<file path="src/rtl/ratio_fifo_if.sv">
// Bus bundle for ratio_fifo: wide write side, narrow show-ahead read side, occupancy and flags.
interface ratio_fifo_if #(
  parameter int unsigned ADDR_WIDTH = 3,
  parameter int unsigned DATA_WIDTH = 8,
  parameter int unsigned RATIO      = 2
);
  logic                        wr;
  logic                        rd;
  logic [RATIO*DATA_WIDTH-1:0] w_data;
  logic [DATA_WIDTH-1:0]       r_data;
  logic                        full;
  logic                        empty;
  logic                        almost_full;
  logic                        almost_empty;
  logic [ADDR_WIDTH:0]         count;

  modport master (
    output wr, rd, w_data,
    input  r_data, full, empty, almost_full, almost_empty, count
  );

  modport slave (
    input  wr, rd, w_data,
    output r_data, full, empty, almost_full, almost_empty, count
  );
endinterface

</file>
<file path="src/rtl/ratio_fifo.sv">
// Asymmetric FIFO: RATIO narrow words per write, one narrow word per read, show-ahead output.
// Optional sticky overflow/underflow flags (ports ovf/udf) when RATIO_FIFO_ERR_EN is defined.
module ratio_fifo #(
  parameter int unsigned ADDR_WIDTH      = 3,
  parameter int unsigned DATA_WIDTH      = 8,
  parameter int unsigned RATIO           = 2,
  parameter int unsigned ALMOST_FULL_TH  = 6,
  parameter int unsigned ALMOST_EMPTY_TH = 1
) (
  input  logic       clk,
  input  logic       reset_n,
  ratio_fifo_if.slave bus
`ifdef RATIO_FIFO_ERR_EN
  ,
  output logic       ovf,
  output logic       udf
`endif
);

  localparam int unsigned Depth = 2 ** ADDR_WIDTH;
  localparam int unsigned CntW  = ADDR_WIDTH + 1;

  localparam logic [CntW-1:0]       FullLim  = CntW'(Depth - RATIO);
  localparam logic [CntW-1:0]       AfTh     = CntW'(ALMOST_FULL_TH);
  localparam logic [CntW-1:0]       AeTh     = CntW'(ALMOST_EMPTY_TH);
  localparam logic [CntW-1:0]       RatioCnt = CntW'(RATIO);
  localparam logic [ADDR_WIDTH-1:0] RatioPtr = ADDR_WIDTH'(RATIO);

  if (RATIO == 0 || (RATIO & (RATIO - 1)) != 0) begin : g_bad_ratio_pow2
    $error("ratio_fifo: RATIO must be a power of 2");
  end
  if (RATIO > Depth) begin : g_bad_ratio_depth
    $error("ratio_fifo: RATIO exceeds DEPTH");
  end
  if (ALMOST_FULL_TH > Depth || ALMOST_EMPTY_TH > Depth) begin : g_bad_th
    $error("ratio_fifo: threshold exceeds DEPTH");
  end

  logic [DATA_WIDTH-1:0] mem_q [Depth];
  logic [ADDR_WIDTH-1:0] w_ptr_q, w_ptr_d;
  logic [ADDR_WIDTH-1:0] r_ptr_q, r_ptr_d;
  logic [CntW-1:0]       count_q, count_d;
  logic                  full, empty, wr_en, rd_en;

  // All flags derive from the registered count so they are glitch-free relative to state.
  always_comb begin
    full    = count_q > FullLim;
    empty   = count_q == '0;
    wr_en   = bus.wr & ~full;
    rd_en   = bus.rd & ~empty;
    w_ptr_d = w_ptr_q;
    r_ptr_d = r_ptr_q;
    count_d = count_q;
    if (wr_en) begin
      w_ptr_d = w_ptr_q + RatioPtr;
      count_d = count_d + RatioCnt;
    end
    if (rd_en) begin
      r_ptr_d = r_ptr_q + 1'b1;
      count_d = count_d - 1'b1;
    end
  end

  always_ff @(posedge clk or negedge reset_n) begin
    if (!reset_n) begin
      w_ptr_q <= '0;
      r_ptr_q <= '0;
      count_q <= '0;
    end else begin
      w_ptr_q <= w_ptr_d;
      r_ptr_q <= r_ptr_d;
      count_q <= count_d;
    end
  end

  // Storage is intentionally not reset; w_ptr stays RATIO-aligned so slices never straddle a wrap.
  always_ff @(posedge clk) begin
    if (wr_en) begin
      for (int unsigned k = 0; k < RATIO; k++) begin
        mem_q[w_ptr_q + ADDR_WIDTH'(k)] <= bus.w_data[k*DATA_WIDTH +: DATA_WIDTH];
      end
    end
  end

  always_comb begin
    bus.r_data       = empty ? '0 : mem_q[r_ptr_q];
    bus.full         = full;
    bus.empty        = empty;
    bus.almost_full  = count_q >= AfTh;
    bus.almost_empty = count_q <= AeTh;
    bus.count        = count_q;
  end

`ifdef RATIO_FIFO_ERR_EN
  logic ovf_q, ovf_d, udf_q, udf_d;

  always_comb begin
    ovf_d = ovf_q | (bus.wr & full);
    udf_d = udf_q | (bus.rd & empty);
  end

  always_ff @(posedge clk or negedge reset_n) begin
    if (!reset_n) begin
      ovf_q <= 1'b0;
      udf_q <= 1'b0;
    end else begin
      ovf_q <= ovf_d;
      udf_q <= udf_d;
    end
  end

  assign ovf = ovf_q;
  assign udf = udf_q;
`endif

endmodule

</file>
<file path="src/flat_wrapper.sv">
// flat-port wrapper written by rule: the top's interface ports become plain ports
module ratio_fifo_flat 
#(
  parameter int unsigned ADDR_WIDTH      = 3,
  parameter int unsigned DATA_WIDTH      = 8,
  parameter int unsigned RATIO           = 2,
  parameter int unsigned ALMOST_FULL_TH  = 6,
  parameter int unsigned ALMOST_EMPTY_TH = 1
)
  (clk, reset_n, bus_wr, bus_rd, bus_w_data, bus_r_data, bus_full, bus_empty, bus_almost_full, bus_almost_empty, bus_count);
  ratio_fifo_if #(.ADDR_WIDTH(ADDR_WIDTH), .DATA_WIDTH(DATA_WIDTH), .RATIO(RATIO)) bus_i ();
  input  logic clk;
  input  logic reset_n;
  input wire logic [$bits(bus_i.wr)-1:0] bus_wr;
  input wire logic [$bits(bus_i.rd)-1:0] bus_rd;
  input wire logic [$bits(bus_i.w_data)-1:0] bus_w_data;
  output wire logic [$bits(bus_i.r_data)-1:0] bus_r_data;
  output wire logic [$bits(bus_i.full)-1:0] bus_full;
  output wire logic [$bits(bus_i.empty)-1:0] bus_empty;
  output wire logic [$bits(bus_i.almost_full)-1:0] bus_almost_full;
  output wire logic [$bits(bus_i.almost_empty)-1:0] bus_almost_empty;
  output wire logic [$bits(bus_i.count)-1:0] bus_count;
  assign bus_i.wr = bus_wr;
  assign bus_i.rd = bus_rd;
  assign bus_i.w_data = bus_w_data;
  assign bus_r_data = bus_i.r_data;
  assign bus_full = bus_i.full;
  assign bus_empty = bus_i.empty;
  assign bus_almost_full = bus_i.almost_full;
  assign bus_almost_empty = bus_i.almost_empty;
  assign bus_count = bus_i.count;
  ratio_fifo #(.ADDR_WIDTH(ADDR_WIDTH), .DATA_WIDTH(DATA_WIDTH), .RATIO(RATIO), .ALMOST_FULL_TH(ALMOST_FULL_TH), .ALMOST_EMPTY_TH(ALMOST_EMPTY_TH)) u_core (.clk(clk), .reset_n(reset_n), .bus(bus_i));
endmodule
</file>
<file path="config.mk">
export PLATFORM = sky130hd
export DESIGN_NAME = ratio_fifo_flat
export DESIGN_NICKNAME = d
export VERILOG_FILES = /design/src/rtl/ratio_fifo_if.sv /design/src/rtl/ratio_fifo.sv /design/src/flat_wrapper.sv
export SDC_FILE = /design/constraint.sdc
export NUM_CORES = 1
export LEC_CHECK = 0
export BUFFER_PORTS_ARGS = -buffer_cell sky130_fd_sc_hd__buf_2
export CORE_MARGIN = 5
export CORE_UTILIZATION = 40
export DETAILED_ROUTE_END_ITERATION = 12
export SLEW_MARGIN = 20
export SYNTH_ARGS = -nofsm -noshare
export SYNTH_HDL_FRONTEND = slang
export SYNTH_SLANG_ARGS = --single-unit
</file>
<file path="constraint.sdc">
create_clock -name clk -period 1.89 [get_ports clk]
set_input_delay 0.2835 -clock clk [delete_from_list [all_inputs] [get_ports clk]]
set_output_delay 0.2835 -clock clk [all_outputs]
set_load 0.03 [all_outputs]
</file>
==> run metrics <==
RSZ-0062 raised after global routing yes; netlist area before placement 0.00311 mm²; final setup margin -0.173 ns; # setup viols final 8; dpl cells 334; clock share of power 17.1%; worst path required time 1.61 ns; Die X 98.1 µm; Power, Total 6770 µW; Avg Cell Area, Syn 16.4 µm²; syn nets 216; Setup crit start kind flip-flop; drt pass-1 iters 4; Leakage Power 0.00153 µW; peak supply drop 0.000776 V; row cnt 32; CP cell instances buf_12, mux2i_1, a22oi_1, nand2_1, a221oi_4, buf_6; internal power 4170 µW; DR vias 1740; Die Span Y 98.1 µm; power density over the cells 1720 mW/mm²; min Tclk post-route 2.06 ns; max incr delay on CP 0.44 ns; Area Overhead vs Synth 27.1%; Slew @ Worst Pin 0.555 ns; period utilization 109%; Slew Limit Headroom 62.9%; Yosys cell types 36; largest net degree at the start of global routing 21; maximum clock rate 485 MHz; CTS buffer count 9; htree depth 3; Critical Path AT 1.78 ns; starting density of the core 40.6%; Logic pwr share 50.4%; Final Hold Fails 0; first-pass GRT wire length 9540 µm; final instance area 0.00395 mm²; Total Routed Length 5950 µm; Seq cells post-synth 73; Clock Sinks 73; register area share after synthesis 69.1%; CP max stage cell dfrtp_2; crit path kind flip-flop to output pin; Max Cap Viol 0; worst min path class input pin to flip-flop; drt wl/cell 16.8 µm; switching share of power 38.4%; initial antenna violation count 0; Post-DRT Antenna Nets 0; CP Max Fanout 10; CTS tree done; total global routing overflow 0; GRT Util Overall 13.3%; Synth Instances 189; # diodes 0; CTS clk-pin slew, worst paths 0.07 ns; Layout Skew 0.00944 ns; Post-DP Area 0.00366 mm²; Longest Clk Path Bufs 2; DRC viols 0; Via density 4.92; PortBufs 35; Reg power frac 32.5%; HPWL Detailed 3940 µm; Core ar. 0.00765 mm²; max-slew violation total from the final report 0; CP Capture Type output pin; outcome finished with violations; initial DRC count 58; failing checks setup timing; Net Sw Power 2600 µW; Final Wtd Congestion 0.721; Root Buffer clkbuf_8; vias in the first global route 1809; fin cells 354; Top-Level Pins 36; proportion of layout cells with a drive suffix above 1 35.7%; clk_lat worst skew 0.34 ns; die area 0.00963 mm²; Synth Warn # 0; fin nets 274
==> path summary, 6_finish.rpt <==
path                                          startpoint                            end  slack (ns)  depth (start not counted)
max                        u_core.r_ptr_q[1]$_DFFE_PN0P_                  bus_r_data[6]       -0.17                          6
min                                       bus_w_data[14]   u_core.mem_q[7][6]$_DFFE_PP_        0.16                          1
max reg2reg                u_core.bus.count[2]$_DFF_PN0_  u_core.bus.count[2]$_DFF_PN0_        0.23                          6
min reg2reg                u_core.r_ptr_q[0]$_DFFE_PN0P_  u_core.r_ptr_q[0]$_DFFE_PN0P_        0.58                          1
max in group asynchronous                        reset_n  u_core.bus.count[1]$_DFF_PN0_        1.35                          2
min in group asynchronous                        reset_n  u_core.bus.count[3]$_DFF_PN0_        0.33                          2
==> power by group through the flow <==
stage	combinational [µW]	sequential (µW)	clock, µW
2_1_floorplan	2250	2310	0
3_3_place_gp	3100	2220	0
3_5_place_dp	3130	2220	0
4_1_cts	3460	2200	1190
5_1_grt	3650	2230	1270
6_report	3410	2200	1160
==> cell type report <==
class                   count  area, µm²
inverters                   6       22.5
clock inverters             5       55.1
multi-input cells         101       1010
fillers                   653       3700
flip-flops and latches     73       2150
clock buffers              11        131
well taps                 102        128
repair buffers             56        448
==> layer usage <==
layer	share of wire (%)	global-route usage, %	vias up
li1	-	-	845
met1	45	17.2	857
met2	50	20.8	32
met3	3.9	3.86	6
met4	1.4	6.30	0
met5	0	0	-
==> flip-flops by register name, summed over array words and instances (netlist names) <==
signal and flops:
u_core.bus.count 4, u_core.mem_q 64, u_core.r_ptr_q 3, u_core.w_ptr_q 2
==> cell families (layout without fill, tap and decap cells) <==
group	count (synthesis)	after routing	share of synthesized area [%]
mux	34	34	11.0
fa+ha+maj	7	7	2.82
buf+inv	15	78	3.66
compound gates	26	26	6.68
simple gates	28	28	5.07
xor+xnor	6	6	1.69
flops	73	73	69.1
==> metrics by stage <==
| step | setup TNS, ns | setup slack (ns) | hold slack (ns) | utilization (%) |
|---|---|---|---|---|
| 6_report | -1.12 | -0.173 | 0.161 | 51.6 |
| 4_1_cts | -1.35 | -0.190 | 0.146 | 51.6 |
| 2_1_floorplan | 0 | 0.0155 | -0.0121 | - |
| 3_3_place_gp | 0 | 0.0131 | 0.158 | 47.9 |
| 5_1_grt | -1.90 | -0.251 | 0.141 | 51.6 |
| 3_5_place_dp | -0.0128 | -0.00709 | 0.155 | 47.9 |
==> worst max-delay path, delay by kind of cell (launching register included) <==
family	cells	cell delay [ns]
AND/OR/NAND/NOR	1	0.11
buffers and inverters	2	0.33
flip-flops	1	0.44
AO/OA/AOI/OAI	2	0.42
multiplexers	1	0.13
==> cells in the final DEF (no fill, tap or decap), types with 2 or more instances in the layout <==
cell type | synthesis | final
a21oi_1 | 2 | 2
a221oi_4 | 0 | 8
a22oi_1 | 8 | 8
and2_1 | 5 | 4
buf_12 | 1 | 5
buf_2 | 0 | 27
buf_4 | 1 | 15
buf_6 | 3 | 8
clkbuf_1 | 0 | 2
clkbuf_8 | 0 | 9
dfrtp_1 | 9 | 6
dfrtp_2 | 0 | 3
edfxtp_1 | 64 | 64
ha_1 | 7 | 7
inv_1 | 5 | 5
mux2i_1 | 33 | 33
nand2_1 | 11 | 11
o21ai_0 | 2 | 2
xnor2_1 | 4 | 4
xor2_1 | 2 | 2
==> synth_stat cells <==
| cell type | number | share of area [%] |
|---|---|---|
| inv_2 | 1 | 0.12 |
| o21ai_0 | 2 | 0.32 |
| a31oi_4 | 1 | 0.68 |
| a31o_2 | 1 | 0.28 |
| nand3_2 | 1 | 0.32 |
| mux2i_1 | 33 | 11 |
| nand2_2 | 1 | 0.20 |
| nand3b_1 | 1 | 0.24 |
| bufbuf_8 | 1 | 0.60 |
| nor3_2 | 1 | 0.32 |
| inv_1 | 5 | 0.60 |
| edfxtp_1 | 64 | 62 |
| nand2b_4 | 1 | 0.44 |
| and2_1 | 5 | 1.0 |
| o21ai_1 | 1 | 0.16 |
| buf_1 | 3 | 0.36 |
| ha_1 | 7 | 2.8 |
| a22oi_1 | 8 | 1.9 |
| nand4_1 | 1 | 0.20 |
| nor2_1 | 2 | 0.24 |
| mux2_1 | 1 | 0.36 |
| a221oi_1 | 8 | 2.3 |
| nor2b_1 | 2 | 0.40 |
| xor2_1 | 2 | 0.56 |
| nand2_1 | 11 | 1.3 |
| o21a_1 | 1 | 0.24 |
| a21o_1 | 1 | 0.24 |
| dfrtp_1 | 9 | 7.2 |
| a211oi_1 | 1 | 0.24 |
| xnor2_1 | 4 | 1.1 |
| buf_4 | 1 | 0.24 |
| nand3_1 | 1 | 0.16 |
| buf_12 | 1 | 0.64 |
| or3_1 | 1 | 0.20 |
| a21oi_1 | 2 | 0.32 |
| buf_6 | 3 | 1.1 |
==> repair_timing <==
| action | CTS | global route |
|---|---|---|
| hold buffers | 1 | 0 |
| gates resized for setup | 21 | 1 |
| endpoints found under the hold margin | 9 | 0 |
| buffers inserted | 3 | 0 |
| pin swaps | 5 | 4 |
| setup endpoints to repair | 8 | 9 |
No activity file was read; power rests on OpenSTA's default activity.
